`src/rtl/area_classifier.sv`:
```
// Per-class mask area counter: accumulates each class over a frame, snapshots at the
// vsync edge, then scans the snapshot sequentially for the dominant class.
module area_classifier #(
  parameter int NCH      = 12,
  parameter int CNT_W    = 24,
  parameter int MIN_AREA = 1024,
  parameter int VS_POL   = 1,
  parameter int IDX_W    = $clog2(NCH + 1)
) (
  input  logic                 pixelclk,
  input  logic                 rst_n,
  input  logic                 en,
  input  logic [NCH-1:0]       i_binary,
  input  logic                 i_hs,
  input  logic                 i_vs,
  input  logic                 i_de,
  output logic                 hs_r,
  output logic                 vs_r,
  output logic                 de_r,
  output logic [NCH*CNT_W-1:0] s_flat,
  output logic                 snap_valid,
  output logic [IDX_W-1:0]     best_idx,
  output logic [CNT_W-1:0]     best_area,
  output logic                 result_valid,
  output logic                 busy
);

  typedef enum logic [1:0] {IDLE, SCAN, DONE} state_t;

  localparam logic [IDX_W-1:0] NO_MATCH = IDX_W'(NCH);
  localparam logic [IDX_W-1:0] LAST_IDX = IDX_W'(NCH - 1);
  localparam logic             VS_ACT   = (VS_POL != 0);
  // A threshold above the largest representable area can never be met.
  localparam bit               MIN_OVER = longint'(MIN_AREA) > ((longint'(1) << CNT_W) - 1);
  localparam logic [CNT_W-1:0] MIN_V    = MIN_OVER ? '1 : CNT_W'(MIN_AREA);

  logic [CNT_W-1:0] acc  [NCH];
  logic [CNT_W-1:0] snap [NCH];
  logic             first_frame;
  logic             boundary;
  logic             take_snap;
  logic [NCH-1:0]   hit;
  state_t           state;
  state_t           state_nxt;
  logic [IDX_W-1:0] idx;
  logic [IDX_W-1:0] cand_idx;
  logic [CNT_W-1:0] cand_area;
  logic [CNT_W-1:0] cur;

  assign boundary  = (i_vs == VS_ACT) && (vs_r != VS_ACT);
  assign take_snap = boundary && !first_frame;
  assign hit       = (en && i_de) ? i_binary : '0;
  assign busy      = (state != IDLE);

  for (genvar g = 0; g < NCH; g++) begin : g_flat
    assign s_flat[g*CNT_W +: CNT_W] = snap[g];
  end

  always_ff @(posedge pixelclk or negedge rst_n) begin
    if (!rst_n) begin
      hs_r <= 1'b0;
      vs_r <= 1'b0;
      de_r <= 1'b0;
    end else begin
      hs_r <= i_hs;
      vs_r <= i_vs;
      de_r <= i_de;
    end
  end

  // A qualifying pixel in the boundary cycle starts the new frame's count at 1.
  always_ff @(posedge pixelclk or negedge rst_n) begin
    if (!rst_n) begin
      first_frame <= 1'b1;
      for (int k = 0; k < NCH; k++) acc[k] <= '0;
    end else begin
      if (boundary) first_frame <= 1'b0;
      for (int k = 0; k < NCH; k++) begin
        if (boundary)
          acc[k] <= CNT_W'(hit[k]);
        else if (hit[k] && (acc[k] != '1))
          acc[k] <= acc[k] + 1'b1;
      end
    end
  end

  always_ff @(posedge pixelclk or negedge rst_n) begin
    if (!rst_n) begin
      snap_valid <= 1'b0;
      for (int k = 0; k < NCH; k++) snap[k] <= '0;
    end else begin
      snap_valid <= take_snap;
      if (take_snap)
        for (int k = 0; k < NCH; k++) snap[k] <= acc[k];
    end
  end

  always_comb begin
    cur = '0;
    for (int k = 0; k < NCH; k++)
      if (idx == IDX_W'(k)) cur = snap[k];
  end

  always_ff @(posedge pixelclk or negedge rst_n) begin
    if (!rst_n) state <= IDLE;
    else        state <= state_nxt;
  end

  // A fresh snapshot always restarts the scan, abandoning any scan in flight.
  always_comb begin
    state_nxt = state;
    case (state)
      IDLE:    state_nxt = IDLE;
      SCAN:    if (idx == LAST_IDX) state_nxt = DONE;
      DONE:    state_nxt = IDLE;
      default: state_nxt = IDLE;
    endcase
    if (take_snap) state_nxt = SCAN;
  end

  always_ff @(posedge pixelclk or negedge rst_n) begin
    if (!rst_n) begin
      idx          <= '0;
      cand_idx     <= NO_MATCH;
      cand_area    <= '0;
      best_idx     <= NO_MATCH;
      best_area    <= '0;
      result_valid <= 1'b0;
    end else begin
      result_valid <= 1'b0;
      if (take_snap) begin
        idx       <= '0;
        cand_idx  <= NO_MATCH;
        cand_area <= '0;
      end else begin
        case (state)
          SCAN: begin
            if (cur > cand_area) begin
              cand_area <= cur;
              cand_idx  <= idx;
            end
            idx <= idx + 1'b1;
          end
          DONE: begin
            result_valid <= 1'b1;
            best_area    <= cand_area;
            best_idx     <= (!MIN_OVER && (cand_area >= MIN_V)) ? cand_idx : NO_MATCH;
          end
          default: ;
        endcase
      end
    end
  end

endmodule

```
`config.mk`:
```
export PLATFORM = sky130hd
export DESIGN_NAME = area_classifier
export DESIGN_NICKNAME = d
export VERILOG_FILES = /design/src/rtl/area_classifier.sv
export SDC_FILE = /design/constraint.sdc
export NUM_CORES = 2
export LEC_CHECK = 0
export CAP_MARGIN = 40
export CORE_MARGIN = 10
export CORE_UTILIZATION = 40
export CTS_CLUSTER_DIAMETER = 40
export CTS_CLUSTER_SIZE = 28
export DETAILED_ROUTE_END_ITERATION = 10
export PLACE_DENSITY = 0.71
export SLEW_MARGIN = 20
export SYNTH_ARGS = -nofsm -noshare
export SYNTH_HDL_FRONTEND = slang
export SYNTH_SLANG_ARGS = --single-unit
```
`constraint.sdc`:
```
create_clock -name pixelclk -period 7.8 [get_ports pixelclk]
set_input_delay 1.17 -clock pixelclk [delete_from_list [all_inputs] [get_ports pixelclk]]
set_output_delay 1.17 -clock pixelclk [all_outputs]
set_load 0.05 [all_outputs]
```
After elaboration in Yosys (flattened, before gate mapping) --
Index checks and enable logic that the tools add are counted.
Word-level totals: output and inout bits 322, ROM bits 0, logic and storage cells 164, bits in writable memories 0, memories kept 0, latch bits 0, register bits 644
Cells by class: eq/ne operators 26, bitwise logic cells 2, divide/modulo/power cells 0, multipliers 0, shift-type cells 0, reductions and logical operators 34, $lt $le $gt $ge 2, $add $sub $neg 13, multiplexer cells 51
Operator list (count):
- 24-bit 2-to-1 mux | 39
- 24-bit by 1-bit adder with 24-bit output (second input constant) | 12
- 24-bit inequality test (second input constant) | 12
- 2-bit nonzero test | 15
- 24-bit by 11-bit greater-or-equal comparator with 1-bit output (second input constant) | 1
- 24-bit greater-than comparator | 1
- 4-bit 2-to-1 mux | 6
- 4-bit by 3-bit == test with 1-bit output (second input constant) | 4
- 4-bit == test (second input constant) | 4
- 1-bit logical AND | 15
- 12-bit 2-to-1 mux | 1
- 4-bit by 2-bit == test with 1-bit output (second input constant) | 2
- 2-bit 2-to-1 mux | 3
- 4-bit by 1-bit adder with 4-bit output (second input constant) | 1
- 4-bit by 1-bit == test with 1-bit output (second input constant) | 1
- 4-bit zero test | 1
- 2-bit AND reduction | 2
- 3-bit inequality test (second input constant) | 1
- 2-bit by 1-bit == test with 1-bit output (second input constant) | 1
- 2-bit == test (second input constant) | 1
- 1-bit 2-to-1 mux | 2
- 1-bit inverter | 2
- 1-bit zero test | 1

Logic depth before layout (Yosys ltp) --
word-level depth 17, mapped depth 17

Worst setup path after synthesis --
OpenSTA, ideal clock, no wires.
kind reg-to-reg, from register idx[0], to register cand_area[13], library setup time 0.078 ns, arrival time 3.871 ns, stages on the path, launching flop included 16, slack 3.851 ns, period minus slack after synthesis 3.949 ns, cells stage by stage dfrtp_1 > inv_1 > ha_1 > clkbuf_1 > buf_1 > clkbuf_1 > a221oi_1 > o32ai_1 > a31oi_1 > ha_1 > nand4_1 > or4_1 > a31oi_1 > clkbuf_1 > o21ai_0 > a21oi_1
On the way: word-level cells in the longest chain between the ends 16, elaborated cells on any way between the ends 30, classes of those cells order compare: 1; eq/ne: 11; mux: 15; reduce/logical: 3
Ends and longest elaborated chain:
- from (decl) | line 45 | logic [IDX_W-1:0] idx;
- from (signal assigned) | line 142 | idx <= idx + 1'b1;
- 4-bit zero test | line 101 | if (idx == IDX_W'(k)) cur = snap[k];
- 24-bit 2-to-1 mux (11 in a row) | line 101
- 24-bit 2-to-1 mux * | line 101
- 24-bit greater-than comparator or 24-bit 2-to-1 mux (tied branches) | line 138 | if (cur > cand_area) begin
- 2-bit nonzero test (no source line) or 24-bit 2-to-1 mux (tied branches)
- 2-bit AND reduction (no source line) or 24-bit 2-to-1 mux (tied branches)
- to (signal assigned) | line 139 | cand_area <= cur;
- to (decl) | line 47 | logic [CNT_W-1:0] cand_area;
Mark *: on every way between the ends. The rest lies on a longest branch, timed or not. The select of a mux whose other input is x is not followed. A chain may end at the register's enable or synchronous reset.

Worst setup path in the final report --
from register idx[0], to register cand_area[8]
The elaborated chain is that of the path after synthesis.

==> run summary <==
Sequential area share after synthesis = 0.509
CP arrival = 6.08 ns
Setup TNS = 0 ns
Max FO, Critical Path = 39
Core area = 0.0787 mm^2
Switching Share = 0.339
Peak VDD IR = 0.332 mV
Area grow syn2layout = 24.9%
HPWL after DPL = 87,900 um
RSZ-0062 raised after global routing = no
Worst endpoint required time = 8.36 ns
IO Count = 340
Cell area power density = 272 mW/mm^2
CTS buffer count = 95
Final GP Congestion = 0.962
Synthesized area per cell = 8.85 um^2
Sequential power share = 0.333
Asr flop ratio synth = 1.00
Sw Pwr = 0.00365 W
Die Ht = 301 um
Clock sinks = 644
Final ANT Viol Nets = 0
Die width = 301 um
DRC errors left = 0
Fill cells = 7,192
CP endpoint kind = register
Reg area = 0.0161 mm^2
# rows = 103
Nets = 3,912
Unique masters post-synth = 77
Clk_lat worst skew = 0.65 ns
Mapped cell area = 0.0317 mm^2
1st-iter DRT viols = 3,390
CTS clk-pin slew, worst paths = 0.06 ns
Initial antenna violation count = 5
Final setup viols = 0
Max-slew violations = 0
Syn nets = 3,634
Starting Density = 0.402
Vias in the first global route = 27,000
Hold Crit Class = reg -> reg
Crit path time final = 5.53 ns
Crit start category = register
Global-route wire length before repair = 178,000 um
Share of cells above drive strength 1 = 0.0753
Hold path start = best_area[13]
Post-CTS sizing = 0
Clock skew = 0.0289 ns
Crit Path Class = reg -> reg
Combinational power share = 0.244
H-tree levels = 3
Fin. Hold Viols = 0
Gr usage total = 0.257
Critical Path Start = idx[0]
Most frequent cells in the layout = nand2_1 (924), dfrtp_1 (639), clkdlybuf4s50_1 (338), nor2_1 (288), o21ai_0 (170)
Reg-to-Reg Start = idx[0]
Status = finished clean
Clk buf depth = 3
Pwr Total = 0.0108 W
Least-Margin Pin Slew = 0.964 ns
Grt ovf = 0
Post-DR vias/cell = 5.71
Cell area after layout = 0.0396 mm^2
Cells after Synth = 3,576
Commonest non-fill, non-tap cell in the layout = nand2_1
Pleak = 17.7 nW
Max-slew headroom = 0.357
Fmax achieved = 181 MHz
Multi-input gate area = 0.0144 mm^2
IO buf count = 339
Largest net degree at the start of global routing = 168
Wire per inst = 24.0 um
Via Count = 28,400
Max cap viols = 0
Post-synth EDFFs = 0
Ys Warns = 0
Tcrit/Tclk final = 0.709
Clock power share = 0.423
DRT Pass-1 Iters = 7
Hold buffers post-CTS = 0
Clk root buf = clkbuf_16
Die area = 0.0908 mm^2
WL final = 120,000 um
Flops & latches, synth = 644
Placed Area = 0.0360 mm^2
Post-synth top flop = dfrtp_1
Pint = 0.00711 W
CTS tree = done
Setup repair bufs after CTS = 0
-- per-stage QoR --
step	std cells	utilization	hold WS, ns	setup slack [ns]
after floorplan	3576	-	0.454	3.85
after global placement	4793	0.456	0.461	1.88
after detailed placement	4800	0.458	0.470	2.41
after CTS	4976	0.501	0.481	2.39
after global routing	4984	0.502	0.506	2.09
final	4984	0.502	0.477	2.27
-- cell type report --
class / instances / share of cell area
clock inverter: 74 / 0.0240
antenna: 1 / 0.0000633
tap: 1050 / 0.0332
multi-input combinational: 2621 / 0.364
clock buffer: 102 / 0.0623
timing repair buffer: 389 / 0.0991
sequential: 644 / 0.408
inverter: 103 / 0.00996
-- final timing paths --
kind	to	slack (ns)	cells after the start
setup reg to reg	cand_area[8]	2.27	13
hold / removal	best_area[13]	0.48	2
setup / recovery	cand_area[8]	2.27	13
hold reg to reg	best_area[13]	0.48	2
min in group asynchronous	s_flat[103]	0.55	1
max in group asynchronous	best_area[3]	5.79	2
-- power by group through the flow --
stage | clock network, W | logic [W] | registers (W)
floorplan | 0 | 0.00168 | 0.00366
global placement | 0 | 0.00252 | 0.00364
detailed placement | 0 | 0.00253 | 0.00364
CTS | 0.00460 | 0.00254 | 0.00358
global route | 0.00475 | 0.00281 | 0.00359
finish | 0.00455 | 0.00262 | 0.00358
-- sequential cells by signal, summed over array words and instances (netlist names) --
| signal | count |
|---|---|
| s_flat | 288 |
| acc | 288 |
| best_idx | 4 |
| first_frame | 1 |
| result_valid | 1 |
| vs_r | 1 |
| best_area | 24 |
| hs_r | 1 |
| cand_area | 24 |
| state | 2 |
| snap_valid | 1 |
| cand_idx | 4 |
| de_r | 1 |
| idx | 4 |
-- critical path, cell delays in order, from the launching register on --
cell and delay [ns]:
dfrtp_1 0.45, inv_1 0.12, ha_2 0.73, nand2b_1 0.66, o221a_2 0.44, o32ai_1 0.26
a31oi_1 0.18, ha_1 0.34, nand4_1 0.28, or4_1 0.65, a31oi_2 0.71, buf_4 0.33
o21ai_0 0.12, a21oi_1 0.16
-- cells in the mapped netlist, types with 11 or more instances --
| cell type | instances | share of area |
|---|---|---|
| nand2_1 | 924 | 0.11 |
| a221oi_1 | 47 | 0.013 |
| nor4_1 | 30 | 0.0059 |
| nand4_1 | 91 | 0.018 |
| nor2_1 | 288 | 0.034 |
| dfrtp_1 | 639 | 0.50 |
| ha_1 | 40 | 0.016 |
| xnor2_1 | 87 | 0.024 |
| a21oi_1 | 139 | 0.022 |
| nand3b_1 | 30 | 0.0071 |
| inv_1 | 103 | 0.012 |
| or3_1 | 41 | 0.0081 |
| and4_1 | 30 | 0.0083 |
| nand2b_1 | 11 | 0.0022 |
| and3_1 | 53 | 0.010 |
| and2_1 | 18 | 0.0036 |
| clkbuf_1 | 194 | 0.023 |
| nor3b_1 | 16 | 0.0038 |
| xor2_1 | 133 | 0.037 |
| nor3_1 | 51 | 0.0081 |
| nand3_1 | 150 | 0.024 |
| o32ai_1 | 31 | 0.0086 |
| a21o_1 | 44 | 0.010 |
| o21ai_0 | 170 | 0.027 |
| o221a_2 | 35 | 0.012 |
| a31oi_1 | 31 | 0.0061 |
-- per-layer routing --
metal	vias to the layer above	GRT usage	wire, um
met5	-	0	13
met4	2	0.127	6330
met3	304	0.0613	11200
met2	1365	0.375	51300
met1	13900	0.352	50600
li1	12900	-	-
-- logic make-up after synthesis --
group,synth area share
AND/OR/NAND/NOR,0.254
flip-flops,0.509
AO/OA/AOI/OAI,0.120
buffers and inverters,0.0376
XOR/XNOR,0.0609
adder cells (fa/ha/maj),0.0158
multiplexers,0.00320
No activity file was read; power rests on OpenSTA's default activity.
